[src/rtl/alu4_nibble_sequencer_if.sv]
// Command/response handshake bundle between the host logic and the nibble sequencer.
// The host drives the command and rsp_ready; the sequencer drives the rest.
interface alu4_nibble_sequencer_if #(
    parameter int unsigned NIBBLES = 4
);
    localparam int unsigned W = 4 * NIBBLES;

    logic         cmd_valid;
    logic         cmd_ready;
    logic [3:0]   cmd_op;
    logic [W-1:0] cmd_a;
    logic [W-1:0] cmd_b;
    logic         cmd_math_ci;
    logic         cmd_rot_ci;
    logic         cmd_msb_first;

    logic         rsp_valid;
    logic         rsp_ready;
    logic [W-1:0] rsp_result;
    logic         rsp_math_co;
    logic         rsp_rot_co;
    logic         rsp_ovf;
    logic         rsp_zero;

    modport master (
        output cmd_valid, cmd_op, cmd_a, cmd_b, cmd_math_ci, cmd_rot_ci, cmd_msb_first,
        output rsp_ready,
        input  cmd_ready,
        input  rsp_valid, rsp_result, rsp_math_co, rsp_rot_co, rsp_ovf, rsp_zero
    );

    modport slave (
        input  cmd_valid, cmd_op, cmd_a, cmd_b, cmd_math_ci, cmd_rot_ci, cmd_msb_first,
        input  rsp_ready,
        output cmd_ready,
        output rsp_valid, rsp_result, rsp_math_co, rsp_rot_co, rsp_ovf, rsp_zero
    );
endinterface

[src/rtl/alu4_nibble_sequencer.sv]
// Runs one wide ALU command through the 4-bit ALU one nibble per cycle, chaining
// math/rotate carries in processing order, and returns the assembled result and flags.
module alu4_nibble_sequencer #(
    parameter int unsigned NIBBLES = 4
) (
    input  logic                    clk,
    input  logic                    rst_n,
    alu4_nibble_sequencer_if.slave  bus,
    output logic [3:0]              alu_op,
    output logic [3:0]              alu_a,
    output logic [3:0]              alu_b,
    output logic                    alu_math_ci,
    output logic                    alu_rot_ci,
    input  logic [3:0]              alu_out,
    input  logic                    alu_math_co,
    input  logic                    alu_rot_co,
    input  logic                    alu_ovf,
    input  logic                    alu_zero
);
    localparam int unsigned IW = (NIBBLES > 1) ? $clog2(NIBBLES) : 1;

    typedef enum logic [1:0] {
        IDLE = 2'd0,
        RUN  = 2'd1,
        DONE = 2'd2
    } state_t;

    state_t                   state_q, state_d;
    logic [3:0]               op_q;
    logic [NIBBLES-1:0][3:0]  a_q;
    logic [NIBBLES-1:0][3:0]  b_q;
    logic [NIBBLES-1:0][3:0]  res_q;
    logic                     dir_q;
    logic                     mc_q;
    logic                     rc_q;
    logic                     zero_q;
    logic                     ovf_q;
    logic [IW-1:0]            idx_q;
    logic [IW-1:0]            cnt_q;

    // State register
    always_ff @(posedge clk or negedge rst_n) begin
        if (!rst_n) begin
            state_q <= IDLE;
        end else begin
            state_q <= state_d;
        end
    end

    // Next state and the combinational drive of the ALU while running
    always_comb begin
        state_d     = state_q;
        alu_op      = 4'd0;
        alu_a       = 4'd0;
        alu_b       = 4'd0;
        alu_math_ci = 1'b0;
        alu_rot_ci  = 1'b0;
        unique case (state_q)
            IDLE: begin
                if (bus.cmd_valid) state_d = RUN;
            end
            RUN: begin
                alu_op      = op_q;
                alu_a       = a_q[idx_q];
                alu_b       = b_q[idx_q];
                alu_math_ci = mc_q;
                alu_rot_ci  = rc_q;
                if (cnt_q == IW'(NIBBLES - 1)) state_d = DONE;
            end
            DONE: begin
                if (bus.rsp_ready) state_d = IDLE;
            end
            default: state_d = IDLE;
        endcase
    end

    // Command capture and per-nibble accumulation
    always_ff @(posedge clk or negedge rst_n) begin
        if (!rst_n) begin
            op_q   <= '0;
            a_q    <= '0;
            b_q    <= '0;
            res_q  <= '0;
            dir_q  <= 1'b0;
            mc_q   <= 1'b0;
            rc_q   <= 1'b0;
            zero_q <= 1'b0;
            ovf_q  <= 1'b0;
            idx_q  <= '0;
            cnt_q  <= '0;
        end else if (state_q == IDLE && bus.cmd_valid) begin
            op_q   <= bus.cmd_op;
            a_q    <= bus.cmd_a;
            b_q    <= bus.cmd_b;
            res_q  <= '0;
            dir_q  <= bus.cmd_msb_first;
            mc_q   <= bus.cmd_math_ci;
            rc_q   <= bus.cmd_rot_ci;
            zero_q <= 1'b1;
            idx_q  <= bus.cmd_msb_first ? IW'(NIBBLES - 1) : '0;
            cnt_q  <= '0;
        end else if (state_q == RUN) begin
            res_q[idx_q] <= alu_out;
            mc_q         <= alu_math_co;
            rc_q         <= alu_rot_co;
            zero_q       <= zero_q & alu_zero;
            ovf_q        <= alu_ovf;
            idx_q        <= dir_q ? idx_q - IW'(1) : idx_q + IW'(1);
            cnt_q        <= cnt_q + IW'(1);
        end
    end

    assign bus.cmd_ready   = (state_q == IDLE);
    assign bus.rsp_valid   = (state_q == DONE);
    assign bus.rsp_result  = res_q;
    assign bus.rsp_math_co = mc_q;
    assign bus.rsp_rot_co  = rc_q;
    assign bus.rsp_ovf     = ovf_q;
    assign bus.rsp_zero    = zero_q;
endmodule

[src/flat_wrapper.sv]
// flat-port wrapper written by rule: the top's interface ports become plain ports
module alu4_nibble_sequencer_flat 
#(
    parameter int unsigned NIBBLES = 4
)
  (clk, rst_n, alu_op, alu_a, alu_b, alu_math_ci, alu_rot_ci, alu_out, alu_math_co, alu_rot_co, alu_ovf, alu_zero, bus_cmd_valid, bus_cmd_op, bus_cmd_a, bus_cmd_b, bus_cmd_math_ci, bus_cmd_rot_ci, bus_cmd_msb_first, bus_rsp_ready, bus_cmd_ready, bus_rsp_valid, bus_rsp_result, bus_rsp_math_co, bus_rsp_rot_co, bus_rsp_ovf, bus_rsp_zero);
  alu4_nibble_sequencer_if #(.NIBBLES(NIBBLES)) bus_i ();
  input  logic clk;
  input  logic rst_n;
  output logic [3:0] alu_op;
  output logic [3:0] alu_a;
  output logic [3:0] alu_b;
  output logic alu_math_ci;
  output logic alu_rot_ci;
  input  logic [3:0] alu_out;
  input  logic alu_math_co;
  input  logic alu_rot_co;
  input  logic alu_ovf;
  input  logic alu_zero;
  input wire logic [$bits(bus_i.cmd_valid)-1:0] bus_cmd_valid;
  input wire logic [$bits(bus_i.cmd_op)-1:0] bus_cmd_op;
  input wire logic [$bits(bus_i.cmd_a)-1:0] bus_cmd_a;
  input wire logic [$bits(bus_i.cmd_b)-1:0] bus_cmd_b;
  input wire logic [$bits(bus_i.cmd_math_ci)-1:0] bus_cmd_math_ci;
  input wire logic [$bits(bus_i.cmd_rot_ci)-1:0] bus_cmd_rot_ci;
  input wire logic [$bits(bus_i.cmd_msb_first)-1:0] bus_cmd_msb_first;
  input wire logic [$bits(bus_i.rsp_ready)-1:0] bus_rsp_ready;
  output wire logic [$bits(bus_i.cmd_ready)-1:0] bus_cmd_ready;
  output wire logic [$bits(bus_i.rsp_valid)-1:0] bus_rsp_valid;
  output wire logic [$bits(bus_i.rsp_result)-1:0] bus_rsp_result;
  output wire logic [$bits(bus_i.rsp_math_co)-1:0] bus_rsp_math_co;
  output wire logic [$bits(bus_i.rsp_rot_co)-1:0] bus_rsp_rot_co;
  output wire logic [$bits(bus_i.rsp_ovf)-1:0] bus_rsp_ovf;
  output wire logic [$bits(bus_i.rsp_zero)-1:0] bus_rsp_zero;
  assign bus_i.cmd_valid = bus_cmd_valid;
  assign bus_i.cmd_op = bus_cmd_op;
  assign bus_i.cmd_a = bus_cmd_a;
  assign bus_i.cmd_b = bus_cmd_b;
  assign bus_i.cmd_math_ci = bus_cmd_math_ci;
  assign bus_i.cmd_rot_ci = bus_cmd_rot_ci;
  assign bus_i.cmd_msb_first = bus_cmd_msb_first;
  assign bus_i.rsp_ready = bus_rsp_ready;
  assign bus_cmd_ready = bus_i.cmd_ready;
  assign bus_rsp_valid = bus_i.rsp_valid;
  assign bus_rsp_result = bus_i.rsp_result;
  assign bus_rsp_math_co = bus_i.rsp_math_co;
  assign bus_rsp_rot_co = bus_i.rsp_rot_co;
  assign bus_rsp_ovf = bus_i.rsp_ovf;
  assign bus_rsp_zero = bus_i.rsp_zero;
  alu4_nibble_sequencer #(.NIBBLES(NIBBLES)) u_core (.clk(clk), .rst_n(rst_n), .bus(bus_i), .alu_op(alu_op), .alu_a(alu_a), .alu_b(alu_b), .alu_math_ci(alu_math_ci), .alu_rot_ci(alu_rot_ci), .alu_out(alu_out), .alu_math_co(alu_math_co), .alu_rot_co(alu_rot_co), .alu_ovf(alu_ovf), .alu_zero(alu_zero));
endmodule
[config.mk]
export PLATFORM = sky130hd
export DESIGN_NAME = alu4_nibble_sequencer_flat
export DESIGN_NICKNAME = d
export VERILOG_FILES = /design/src/rtl/alu4_nibble_sequencer_if.sv /design/src/rtl/alu4_nibble_sequencer.sv /design/src/flat_wrapper.sv
export SDC_FILE = /design/constraint.sdc
export NUM_CORES = 1
export LEC_CHECK = 0
export CAP_MARGIN = 10
export CORE_MARGIN = 3
export CORE_UTILIZATION = 45
export DETAILED_ROUTE_END_ITERATION = 16
export PLACE_DENSITY_LB_ADDON = 0.05
export SYNTH_ARGS = -nofsm -noshare
export SYNTH_HDL_FRONTEND = slang
export SYNTH_SLANG_ARGS = --single-unit
[constraint.sdc]
create_clock -name clk -period 1.8 [get_ports clk]
set_clock_uncertainty 0.1 [all_clocks]
set_input_delay 0.18 -clock clk [delete_from_list [all_inputs] [get_ports clk]]
set_output_delay 0.18 -clock clk [all_outputs]
set_load 0.05 [all_outputs]
Word-level counts from Yosys, hierarchy flattened. Index checks and enable logic that the tools add are counted.

Flip-flop bits (word level): 63. Logic and storage cells: 70. Output and inout bits: 36. Bits of input ports: 51.

Mux-type cells: 30. Order comparisons: 2. $add $sub $neg: 3. Equality and inequality tests: 6. Reductions and logical operators: 6. Bitwise gates (word level): 2.

Operators by type and width (count): 16-bit two-way mux (2); 4-bit two-way mux (6); 2-bit two-way mux (9); 4-bit binary-select mux with 2-bit select (2); 16-bit bitwise mux (1); 4-bit demux with 2-bit select (1); 1-bit two-way mux (8); 2-bit one-hot mux with 3 select lines (1); 2-bit by 1-bit adder with 2-bit output, second input constant (2); 2-bit equality test, second input constant (2); 2-bit != test, second input constant (2); 2-bit by 3-bit < comparator with 1-bit output, second input constant (1); 3-bit AND reduction (1); 2-bit by 1-bit equality test with 1-bit output, second input constant (1); 2-bit by 1-bit >= comparator with 1-bit output, second input constant (1); 1-bit logical AND (2); 2-bit logical NOT (1); 2-bit by 1-bit != test with 1-bit output, second input constant (1); 2-bit AND reduction (1); 2-bit nonzero test (1); 2-bit by 1-bit subtractor with 2-bit output, second input constant (1); 1-bit bitwise AND (1); 1-bit inverter (1).

Depth between registers and ports, before layout. Gate-level depths: netlist (run 1).

Word-level depth: 7. Depth in mapped cells: 5.

Least setup slack after synthesis (run 1). Ideal clock, no wire load.

Kind: reg-to-reg. From: register u_core.state_q[1]. To: register u_core.state_q[1]. Arrival time: 1584 ps. Setup slack: 46 ps. Stages on the path, launching flop included: 4. Library setup time: 70 ps. Period minus slack after synthesis: 1754 ps. Path through: dfrtp_1 buf_4 nor2b_1 a22o_1.

Longest elaborated chain between the ends: 3. Elaborated cells on any way between the ends: 8. Classes of those cells: eq/ne: 5; mux: 1; reduce/logical: 2.

Ends and longest elaborated chain: from (decl) (RTL line alu4_nibble_sequencer.sv:28) `state_t state_q, state_d;`; from (signal assigned) (RTL line alu4_nibble_sequencer.sv:46) `state_q <= state_d;`; 2-bit equality test (*); net bus_rsp_valid (RTL line flat_wrapper.sv:29) `output wire logic [$bits(bus_i.rsp_valid)-1:0] bus_rsp_valid;`; 2-bit != test (no line); 3-bit AND reduction (no line).

The timed path passes the listed nets; every way through them passes the cells marked *. A chain may end at the register's enable or synchronous reset.

Worst setup path after layout (run 1).
From: register u_core.idx_q[0]. To: output port alu_a[3].

Longest elaborated chain between the ends: 3.

Ends and longest elaborated chain: from (decl) (RTL line alu4_nibble_sequencer.sv:38) `logic [IW-1:0] idx_q;`; from (signal assigned) (RTL line alu4_nibble_sequencer.sv:100) `idx_q <= bus.cmd_msb_first ? IW'(NIBBLES - 1) : '0;`; from (signal assigned) (RTL line alu4_nibble_sequencer.sv:108) `idx_q <= dir_q ? idx_q - IW'(1) : idx_q + IW'(1);`; 4-bit binary-select mux with 2-bit select (RTL line alu4_nibble_sequencer.sv:64) `alu_a = a_q[idx_q];`; 4-bit two-way mux (implied by the code) (RTL line alu4_nibble_sequencer.sv:64); 4-bit two-way mux (RTL line alu4_nibble_sequencer.sv:58) `unique case (state_q)`; to (decl) (RTL line flat_wrapper.sv:11) `output logic [3:0] alu_a;`.

No other way between the ends. The select of a mux whose other input is x is not followed.

==> impl_table.tex, run 1 <==
\begin{tabular}{lr}
\hline
Metric & Value \\
\hline
\multicolumn{2}{l}{\textbf{Die}} \\
Cell Rows & 28 \\
Die Footprint & 7230 sq um \\
Die outline height & 85.0 um \\
Effective utilization at floorplan & 46.9\% \\
Core box area & 5990 sq um \\
Ports placed on the boundary & 87 \\
Overall die width & 85.0 um \\
\multicolumn{2}{l}{\textbf{Worst hold path}} \\
Worst hold path depth & 3 \\
Worst min-delay path category & input pin to flip-flop \\
\multicolumn{2}{l}{\textbf{CTS}} \\
Clock slew at the register clock pins of the worst setup and hold paths & 0.08 ns \\
Clock tree from TritonCTS & done \\
CTS Buffer Depth & 2 \\
TritonCTS Buffers & 9 \\
Cell at the root of the clock tree & sky130\_fd\_sc\_hd\_\_clkbuf\_8 \\
Clock insertion delay at the later pin of the skew report & 0.33 ns \\
Number of H-tree branching levels & 3 \\
Number of clock sinks seen by CTS & 63 \\
\multicolumn{2}{l}{\textbf{Logic synthesis}} \\
Largest family of logic cells by synthesized area & simple AND/OR/NAND/NOR gates \\
Fraction of synthesized area in multiplexers & 7.13\% \\
Adder and majority cell fraction of the synthesized area & 0.445\% \\
Share of the synthesized netlist area taken by xor and xnor gates & 0.624\% \\
Cell variety after synth & 29 \\
Library cell occupying the most area in the post-synthesis netlist & sky130\_fd\_sc\_hd\_\_dfrtp\_1 \\
Post-Syn Area & 2810 sq um \\
Register bit total from synthesis & 63 \\
Share of the synthesized area in the top cell type & 56.1\% \\
EDFF count, synth & 0 \\
Mapped Cells & 273 \\
Count of warnings emitted by yosys & 0 \\
Total nets after synthesis & 325 \\
Share of synthesized area occupied by flip-flops and latches & 56.1\% \\
Mean post-synth cell area & 10.3 sq um \\
Most frequent cell after synthesis & sky130\_fd\_sc\_hd\_\_nand2\_1 \\
Most frequent cells after synthesis & 117 x sky130\_fd\_sc\_hd\_\_nand2\_1, 63 x sky130\_fd\_sc\_hd\_\_dfrtp\_1, 17 x sky130\_fd\_sc\_hd\_\_a22o\_1 \\
Synth Area in Compound Gates & 7.84\% \\
Basic-gate share of the synthesized area counting and, or, nand and nor cells & 24.3\% \\
Primary flip-flop cell chosen by synthesis mapping & sky130\_fd\_sc\_hd\_\_dfrtp\_1 \\
Fraction of synthesis flops using an asynchronous set or reset pin & 100\% \\
Synth area leaders & sky130\_fd\_sc\_hd\_\_dfrtp\_1 56\%, sky130\_fd\_sc\_hd\_\_nand2\_1 16\%, sky130\_fd\_sc\_hd\_\_mux4\_2 6.4\%, sky130\_fd\_sc\_hd\_\_a22o\_1 5.3\%, sky130\_fd\_sc\_hd\_\_and2\_1 3.1\% \\
\multicolumn{2}{l}{\textbf{Layout}} \\
Fin nets & 427 \\
Area added between synthesis and finish & 52.1\% \\
Number of inserted filler cells in the final layout & 464 \\
Fraction of layout cells with a size suffix above 1 & 22.9\% \\
Post-layout instance area & 4270 sq um \\
Ant diodes & 0 \\
\multicolumn{2}{l}{\textbf{Place}} \\
Cell area after placement & 3980 sq um \\
Setup Slack @ Placement & 0.00625 ns \\
Port bufs & 86 \\
DP HPWL & 4630 um \\
Final Wtd Congestion & 0.761 \\
\multicolumn{2}{l}{\textbf{Global routing}} \\
Global-route usage over all layers & 18.6\% \\
Initial antenna violation count & 0 \\
Total grt overflow & 0 \\
Maximum number of pins on one net before global-route repair & 35 \\
Via count of the first global-routing pass & 2255 \\
Wire length of the first global-routing pass & 10700 um \\
\multicolumn{2}{l}{\textbf{Setup path}} \\
Kind of critical path & flip-flop to primary output \\
Worst endpoint data arrival time & 1.69 ns \\
Maximum fanout along the worst path & 7 \\
Critical Path Source & u\_core.idx\_q[0] \\
Reg2reg path depth & 5 \\
Sort of element at the end of the critical path & primary output \\
Setup slack of the most critical reg-to-reg path & 0.19 ns \\
Start of the worst register-to-register path & u\_core.idx\_q[0] \\
End point of the critical path & alu\_a[3] \\
Req. time, crit path & 1.52 ns \\
Worst R2R End & u\_core.bus.rsp\_result[0] \\
Startpoint types & flip-flop \\
\multicolumn{2}{l}{\textbf{Timing}} \\
Endpoints failing hold & 0 \\
Final worst-path setup slack & -0.170 ns \\
Worst-margin pin slew & 0.664 ns \\
Number of max-slew violations in the final report & 0 \\
Final setup violating endpoints & 8 \\
Total negative slack & -1.24 ns \\
Unrepaired setup endpoints after global routing & true \\
Achievable Freq & 508 MHz \\
Shortest period the worst path allows & 1.97 ns \\
Hold Worst Slack & 0.276 ns \\
Final Cycle Share & 109\% \\
Worst-case headroom to the max-slew limit & 55.8\% \\
\multicolumn{2}{l}{\textbf{Power and ir drop}} \\
Power after layout & 9150 uW \\
Pwr Density & 2140 nW/um\^{}2 \\
Lkg Pwr & 0.00218 uW \\
IR drop worst, VDD & 0.00133 V \\
\multicolumn{2}{l}{\textbf{Route}} \\
DR vias & 2268 \\
DRC violation count after routing & 0 \\
Average wire per cell in the routed design & 14.2 um \\
First drt pass iteration count & 6 \\
DRT iter0 DRCs & 77 \\
DRT antenna net count & 0 \\
Mean number of vias per cell & 4.98 \\
Total wire length & 6440 um \\
\multicolumn{2}{l}{\textbf{Run status}} \\
Failing checks & setup timing \\
Status & finished, violations left \\
\multicolumn{2}{l}{\textbf{Run}} \\
Max-cap violations & 0 \\
\hline
\end{tabular}
-- layout by cell type (no fill, tap or decap), drive strengths merged, types with 5 or more instances in the layout --
master,count
nor2b,5
buf,43
dfrtp,63
dlymetal6s2s,9
clkdlybuf4s50,51
nor2,6
mux4,8
clkbuf,9
a22o,17
nand2,117
and2,14
-- cells by family (layout without fill, tap and decap cells) --
kind of cell	after synthesis	after routing
AOI/OAI and AO/OA	29	29
xor gates and xnor gates	2	2
adders and majority gates	1	1
buffers and inverters	17	124
DFF	63	63
muxes	10	10
and+or+nand+nor	151	151
-- flip-flops by register name, indices dropped and copies added (netlist names) --
register / cells
u_core.bus.rsp_rot_co: 1
u_core.bus.rsp_result: 16
u_core.idx_q: 2
u_core.bus.rsp_math_co: 1
u_core.b_q: 16
u_core.cnt_q: 2
u_core.op_q: 4
u_core.bus.rsp_zero: 1
u_core.dir_q: 1
u_core.state_q: 2
u_core.a_q: 16
u_core.bus.rsp_ovf: 1
-- area by class of cell --
| type | count | area (sq um) | share of cell area [%] |
|---|---|---|---|
| Clock buffer | 9 | 124 | 2.90 |
| Clock inverter | 7 | 72.6 | 1.70 |
| Inverter | 1 | 3.75 | 0.0879 |
| Multi-Input combinational cell | 193 | 1160 | 27.2 |
| Sequential cell | 63 | 1580 | 37.0 |
| Tap cell | 75 | 93.8 | 2.20 |
| Timing Repair Buffer | 107 | 1230 | 28.9 |
-- worst min-delay path by stage --
stage / from / to / slack (ns)
2_1_floorplan: rst_n / u_core.a_q[0] / -0.22
3_3_place_gp: rst_n / u_core.op_q[0] / 0.15
3_5_place_dp: rst_n / u_core.op_q[0] / 0.15
4_1_cts: bus_cmd_a[14] / u_core.a_q[14] / 0.27
5_1_grt: bus_cmd_a[10] / u_core.a_q[10] / 0.27
6_report: alu_ovf / u_core.bus.rsp_ovf / 0.28
-- per-layer routing --
metal / up-vias / share of wire (%) / GRT usage (%)
met4: 0 / 0.85 / 6.04
met1: 1092 / 46 / 26.1
met3: 5 / 5.5 / 3.79
met5: - / 0 / 0
met2: 62 / 48 / 29.2
li1: 1109 / - / -
-- worst max-delay path: stages (launching register included) --
cell	delay (ns)
sky130_fd_sc_hd__dfrtp_1	0.41
sky130_fd_sc_hd__buf_12	0.15
sky130_fd_sc_hd__mux4_2	0.50
sky130_fd_sc_hd__and2_4	0.16
sky130_fd_sc_hd__buf_12	0.14
-- power breakdown --
| group | leakage (uW) | switching [uW] | total, uW | internal (uW) |
|---|---|---|---|---|
| registers | 0.000788 | 375 | 2470 | 2090 |
| clock network | 0.0000956 | 568 | 1210 | 641 |
| logic | 0.00130 | 2970 | 5480 | 2510 |
-- per-stage QoR --
step,instances,util [%]
floorplan,273,-
global placement,434,66.4
detailed placement,434,66.4
CTS,453,70.6
global route,455,71.3
finish,455,71.3
-- repair_timing --
| item | CTS | global route |
|---|---|---|
| setup endpoints to repair | 18 | 22 |
| setup buffers | 2 | 1 |
| gates cloned | 0 | 1 |
| hold endpoints to repair | 26 | 0 |
| pin swaps | 8 | 0 |
| hold buffers | 1 | 0 |
| resized for setup | 16 | 11 |
Power figures use the tool's default switching activity.
==> inputs of run 2 (changes only) <==
- CORE_MARGIN: 3 -> 4
==> run 2 against run 1 <==
  * The flow still finishes with violations (setup timing)
  * Register-to-register slack worse by 0.05 ns
  * Combinational power about the same
  * Highest routed layer unchanged
  * Sequential share of layout area grew 0.43 points
  * Count of clock-buffer cells in the layout is 2 higher
  * Non-clock buffer count rose by 2
==> impl_table.tex, run 2 (synthesis results as in run 1) <==
\begin{tabular}{lr}
\hline
Metric & Value \\
\hline
\multicolumn{2}{l}{\textbf{Layout}} \\
Number of inserted filler cells in the final layout & 483 \\
Commonest non-fill, non-tap cell in the layout & sky130\_fd\_sc\_hd\_\_nand2\_1 \\
Fin nets & 429 \\
Fraction of layout cells with a size suffix above 1 & 24.3\% \\
Most used cells in the layout excluding fill and tap cells & 117 x sky130\_fd\_sc\_hd\_\_nand2\_1, 61 x sky130\_fd\_sc\_hd\_\_dfrtp\_1, 49 x sky130\_fd\_sc\_hd\_\_clkdlybuf4s50\_1 \\
Area added between synthesis and finish & 50.3\% \\
Number of non-filler instances in the completed layout & 457 \\
Post-layout instance area & 4220 sq um \\
Core occupancy in the finished layout & 70.5\% \\
Ant diodes & 0 \\
\multicolumn{2}{l}{\textbf{Timing}} \\
Endpoints failing hold & 0 \\
Worst-margin pin slew & 0.500 ns \\
Shortest period the worst path allows & 1.98 ns \\
Final worst-path setup slack & -0.184 ns \\
Unrepaired setup endpoints after global routing & true \\
Final Cycle Share & 110\% \\
Worst-case headroom to the max-slew limit & 66.6\% \\
Hold Worst Slack & 0.256 ns \\
Number of max-slew violations in the final report & 0 \\
Achievable Freq & 504 MHz \\
Final setup violating endpoints & 8 \\
\multicolumn{2}{l}{\textbf{CTS}} \\
CTS Buffer Depth & 2 \\
Clock slew at the register clock pins of the worst setup and hold paths & 0.08 ns \\
Cell at the root of the clock tree & sky130\_fd\_sc\_hd\_\_clkbuf\_8 \\
Clock tree from TritonCTS & done \\
Number of H-tree branching levels & 3 \\
TritonCTS Buffers & 9 \\
Clock insertion delay at the later pin of the skew report & 0.34 ns \\
Number of clock sinks seen by CTS & 63 \\
\multicolumn{2}{l}{\textbf{Route}} \\
Average wire per cell in the routed design & 14.9 um \\
Total wire length & 6830 um \\
DRT antenna net count & 0 \\
DRT iter0 DRCs & 66 \\
Mean number of vias per cell & 5.07 \\
First drt pass iteration count & 4 \\
DR vias & 2319 \\
DRC violation count after routing & 0 \\
\multicolumn{2}{l}{\textbf{Setup path}} \\
Crit-path max cell delay & 0.50 ns \\
Sort of element at the end of the critical path & primary output \\
Kind of critical path & flip-flop to primary output \\
Startpoint types & flip-flop \\
Worst endpoint data arrival time & 1.70 ns \\
Maximum fanout along the worst path & 5 \\
Cells along the critical path & buf\_6 > mux4\_2 > and2\_4 > buf\_12 \\
Slowest cell on the critical path & sky130\_fd\_sc\_hd\_\_mux4\_2 \\
Req. time, crit path & 1.52 ns \\
\multicolumn{2}{l}{\textbf{Run status}} \\
Failing checks & setup timing \\
Status & finished, violations left \\
\multicolumn{2}{l}{\textbf{Power and ir drop}} \\
Lkg Pwr & 0.00209 uW \\
IR drop worst, VDD & 0.00134 V \\
Pwr Density & 2170 nW/um\^{}2 \\
\multicolumn{2}{l}{\textbf{Place}} \\
Cell area after placement & 3950 sq um \\
Setup Slack @ Placement & 0.00110 ns \\
Dpl cells & 435 \\
DP HPWL & 4700 um \\
Final Wtd Congestion & 0.786 \\
Port bufs & 86 \\
\multicolumn{2}{l}{\textbf{Global routing}} \\
Global-route usage over all layers & 19.1\% \\
Initial antenna violation count & 0 \\
Maximum number of pins on one net before global-route repair & 64 \\
Total grt overflow & 0 \\
Wire length of the first global-routing pass & 11000 um \\
Via count of the first global-routing pass & 2309 \\
\multicolumn{2}{l}{\textbf{Die}} \\
Overall die width & 87.0 um \\
Cell Rows & 28 \\
Die outline height & 87.0 um \\
Core box area & 5990 sq um \\
Ports placed on the boundary & 87 \\
Effective utilization at floorplan & 46.9\% \\
Die Footprint & 7570 sq um \\
\multicolumn{2}{l}{\textbf{Run}} \\
Max-cap violations & 0 \\
\multicolumn{2}{l}{\textbf{Worst hold path}} \\
Worst min-delay path category & input pin to flip-flop \\
\hline
\end{tabular}
run 2: repair_timing:
action,4_1_cts,5_1_grt
endpoints found under the hold margin,63,0
cloned,1,0
setup buffers,5,1
hold buffers,1,0
endpoints found under the setup margin,17,11
resized for setup,20,5
pin swaps,5,3
run 2: report_power, final:
group / total, uW / internal (uW) / switching (uW)
clock network: 1230 / 674 / 556
registers: 2480 / 2090 / 388
logic: 5470 / 2470 / 3000
run 2: through the flow:
| stage | setup TNS (ns) | total power (uW) |
|---|---|---|
| finish | -1.29 | 9180 |
| global route | -1.74 | 9710 |
| CTS | -1.78 | 9350 |
| detailed placement | 0 | 7810 |
| global placement | 0 | 7700 |
| floorplan | 0 | 5690 |
run 2: worst max-delay path, delay by kind of cell, from the launching register on:
kind	cells	cell delay [ns]
multiplexers	1	0.50
buffers and inverters	2	0.30
flip-flops	1	0.38
AND/OR/NAND/NOR	1	0.17
run 2: final timing paths:
kind	from	to	slack, ns	cells after the start
hold / removal	alu_ovf	u_core.bus.rsp_ovf	0.26	3
hold reg to reg	u_core.op_q[0]	u_core.op_q[0]	0.37	2
setup reg to reg	u_core.state_q[0]	u_core.b_q[2]	0.14	5
min in group asynchronous	rst_n	u_core.bus.rsp_result[9]	0.29	3
setup / recovery	u_core.idx_q[0]	alu_b[0]	-0.18	4
max in group asynchronous	rst_n	u_core.state_q[1]	1.04	3
run 2: final cells by class:
type / instances / area, sq um / area share [%]
inverters: 1 / 3.75 / 0.0889
repair buffers: 109 / 1180 / 28.0
flip-flops and latches: 63 / 1580 / 37.4
multi-input cells: 193 / 1160 / 27.6
clock buffers: 11 / 141 / 3.35
clock inverters: 5 / 57.6 / 1.36
well taps: 75 / 93.8 / 2.22
run 2: per-layer routing:
metal  part of all wire [%]  track usage (%)  vias to the layer above
met1                     42             24.1                     1116
li1                       -                -                     1112
met2                     49             31.1                       76
met4                    2.3             9.35                        0
met5                      0                0                        -
met3                    6.6             4.07                       15
==> inputs of run 3 (changes only) <==
- DONT_BUFFER_PORTS: default -> 1
- PLACE_DENSITY_LB_ADDON: 0.05 -> 0.12
==> run 3 against run 2 <==
  * Count of clock-buffer cells in the layout rose by 1
  * Power fell by 3.0%
  * Worst setup slack improved by 0.020 ns
  * Largest cell class unchanged
  * Non-clock buffer count fell by 16
  * Highest routed layer unchanged
  * The run still ends with setup timing left
  * Cell area fell by 3.1%
  * Sequential share of layout area rose by 1.2 points
  * First-iteration DRC count fell by 4.5%
  * Core utilization fell by 2.2 points
==> impl_table.tex, run 3 (synthesis results as in run 1) <==
\begin{tabular}{lr}
\hline
Metric & Value \\
\hline
\multicolumn{2}{l}{\textbf{Run status}} \\
Status & finished, violations left \\
Failing checks & setup timing \\
\multicolumn{2}{l}{\textbf{Timing}} \\
Achievable Freq & 509 MHz \\
Final setup violating endpoints & 8 \\
Unrepaired setup endpoints after global routing & true \\
Endpoints failing hold & 0 \\
Final worst-path setup slack & -0.164 ns \\
Worst-margin pin slew & 0.501 ns \\
Hold Worst Slack & 0.0182 ns \\
Final Cycle Share & 109\% \\
Shortest period the worst path allows & 1.96 ns \\
Number of max-slew violations in the final report & 0 \\
Worst-case headroom to the max-slew limit & 66.6\% \\
\multicolumn{2}{l}{\textbf{Layout}} \\
Ant diodes & 0 \\
Area occupied by multi-input gates & 1190 sq um \\
Number of inserted filler cells in the final layout & 446 \\
Core occupancy in the finished layout & 68.3\% \\
Fin nets & 413 \\
Area added between synthesis and finish & 45.6\% \\
Commonest non-fill, non-tap cell in the layout & sky130\_fd\_sc\_hd\_\_nand2\_1 \\
Post-layout instance area & 4090 sq um \\
Most used cells in the layout excluding fill and tap cells & 117 x sky130\_fd\_sc\_hd\_\_nand2\_1, 63 x sky130\_fd\_sc\_hd\_\_dfrtp\_1, 50 x sky130\_fd\_sc\_hd\_\_dlygate4sd3\_1 \\
Area taken by flip-flops and latches & 1580 sq um \\
Fraction of layout cells with a size suffix above 1 & 24.2\% \\
\multicolumn{2}{l}{\textbf{Route}} \\
Total wire length & 6850 um \\
Average wire per cell in the routed design & 15.6 um \\
First drt pass iteration count & 4 \\
DRC violation count after routing & 0 \\
DRT antenna net count & 0 \\
Mean number of vias per cell & 5.07 \\
DRT iter0 DRCs & 63 \\
DR vias & 2220 \\
\multicolumn{2}{l}{\textbf{Worst hold path}} \\
Worst min-delay path category & input pin to flip-flop \\
Critical hold path startpoint & bus\_cmd\_valid \\
\multicolumn{2}{l}{\textbf{Setup path}} \\
Start of the worst register-to-register path & u\_core.idx\_q[0] \\
Kind of critical path & flip-flop to primary output \\
Critical Path Source & u\_core.idx\_q[0] \\
Worst endpoint data arrival time & 1.68 ns \\
Sort of element at the end of the critical path & primary output \\
Maximum fanout along the worst path & 3 \\
Req. time, crit path & 1.52 ns \\
Startpoint types & flip-flop \\
\multicolumn{2}{l}{\textbf{CTS}} \\
Number of clock sinks seen by CTS & 63 \\
Clock slew at the register clock pins of the worst setup and hold paths & 0.06 ns \\
Clock insertion delay at the later pin of the skew report & 0.32 ns \\
Clock tree from TritonCTS & done \\
Number of H-tree branching levels & 3 \\
CTS Buffer Depth & 2 \\
TritonCTS Buffers & 9 \\
Cell at the root of the clock tree & sky130\_fd\_sc\_hd\_\_clkbuf\_8 \\
\multicolumn{2}{l}{\textbf{Die}} \\
Core box area & 5990 sq um \\
Die Footprint & 7570 sq um \\
Die outline height & 87.0 um \\
Ports placed on the boundary & 87 \\
Effective utilization at floorplan & 46.9\% \\
Overall die width & 87.0 um \\
Cell Rows & 28 \\
\multicolumn{2}{l}{\textbf{Global routing}} \\
Wire length of the first global-routing pass & 11300 um \\
Maximum number of pins on one net before global-route repair & 64 \\
Global-route usage over all layers & 19.6\% \\
Total grt overflow & 0 \\
Via count of the first global-routing pass & 2354 \\
Initial antenna violation count & 0 \\
\multicolumn{2}{l}{\textbf{Place}} \\
Port bufs & 0 \\
Cell area after placement & 3240 sq um \\
Final Wtd Congestion & 0.712 \\
DP HPWL & 4280 um \\
\multicolumn{2}{l}{\textbf{Power and ir drop}} \\
Lkg Pwr & 0.00200 uW \\
IR drop worst, VDD & 0.00124 V \\
Pwr Density & 2180 nW/um\^{}2 \\
\multicolumn{2}{l}{\textbf{Run}} \\
Max-cap violations & 0 \\
\hline
\end{tabular}
run 3: cell count changes in the layout (fill, tap and decap cells not counted), moves of 3 or more:
cell                              previous run  this run
sky130_fd_sc_hd__and2_4                      9        14
sky130_fd_sc_hd__buf_4                      29        18
sky130_fd_sc_hd__clkdlybuf4s50_1            49         0
sky130_fd_sc_hd__buf_6                       3         8
sky130_fd_sc_hd__dlygate4sd2_1               7         0
sky130_fd_sc_hd__clkinvlp_4                  3         0
sky130_fd_sc_hd__and2_1                      5         0
sky130_fd_sc_hd__dlygate4sd3_1               1        50
run 3: power breakdown:
group          internal, uW  switching (uW)
registers              2080             998
clock network           587             472
logic                  2370            2400
run 3: critical path: stages, from the launching register on:
cell	delay [ns]
sky130_fd_sc_hd__dfrtp_1	0.41
sky130_fd_sc_hd__buf_6	0.14
sky130_fd_sc_hd__mux4_2	0.50
sky130_fd_sc_hd__and2_4	0.17
sky130_fd_sc_hd__buf_12	0.14
run 3: cell type report:
class                           count  area share (%)
Clock inverter                      1           0.122
Inverter                            1          0.0918
Timing Repair Buffer               93            25.9
Sequential cell                    63            38.5
Tap cell                           75            2.29
Multi-Input combinational cell    193            29.0
Clock buffer                       12            4.04
run 3: worst paths after layout:
| path | end | slack, ns | depth (start not counted) |
|---|---|---|---|
| worst max-delay path | alu_a[3] | -0.16 | 4 |
| worst min-delay path | u_core.bus.rsp_math_co | 0.02 | 3 |
| worst max register to register | u_core.bus.rsp_result[8] | 0.11 | 6 |
| worst min register to register | u_core.a_q[15] | 0.37 | 2 |
| max in group asynchronous | u_core.bus.rsp_result[10] | 1.05 | 2 |
| min in group asynchronous | u_core.op_q[1] | 0.30 | 2 |
run 3: timing repair:
| item | 4_1_cts | 5_1_grt |
|---|---|---|
| hold buffers | 51 | 0 |
| gates cloned | 0 | 2 |
| setup endpoints to repair | 14 | 14 |
| pin swaps | 8 | 1 |
| resized for setup | 18 | 9 |
| endpoints found under the hold margin | 124 | 0 |
| setup buffers | 3 | 4 |
run 3: per-layer routing:
metal	vias up	part of all wire (%)	track usage, %
met5	-	0	0
met4	0	0.98	8.50
met3	7	5.5	4.07
met2	63	49	31.0
met1	1076	45	26.3
li1	1074	-	-
run 3: through the flow:
stage	power (uW)	setup WS (ns)	setup TNS (ns)	instances
2_1_floorplan	5690	0.0459	0	273
4_1_cts	8740	-0.178	-1.32	432
6_report	8900	-0.164	-1.14	438
3_5_place_dp	7230	0.152	0	365
5_1_grt	9470	-0.223	-1.85	438
3_3_place_gp	7160	0.157	0	365
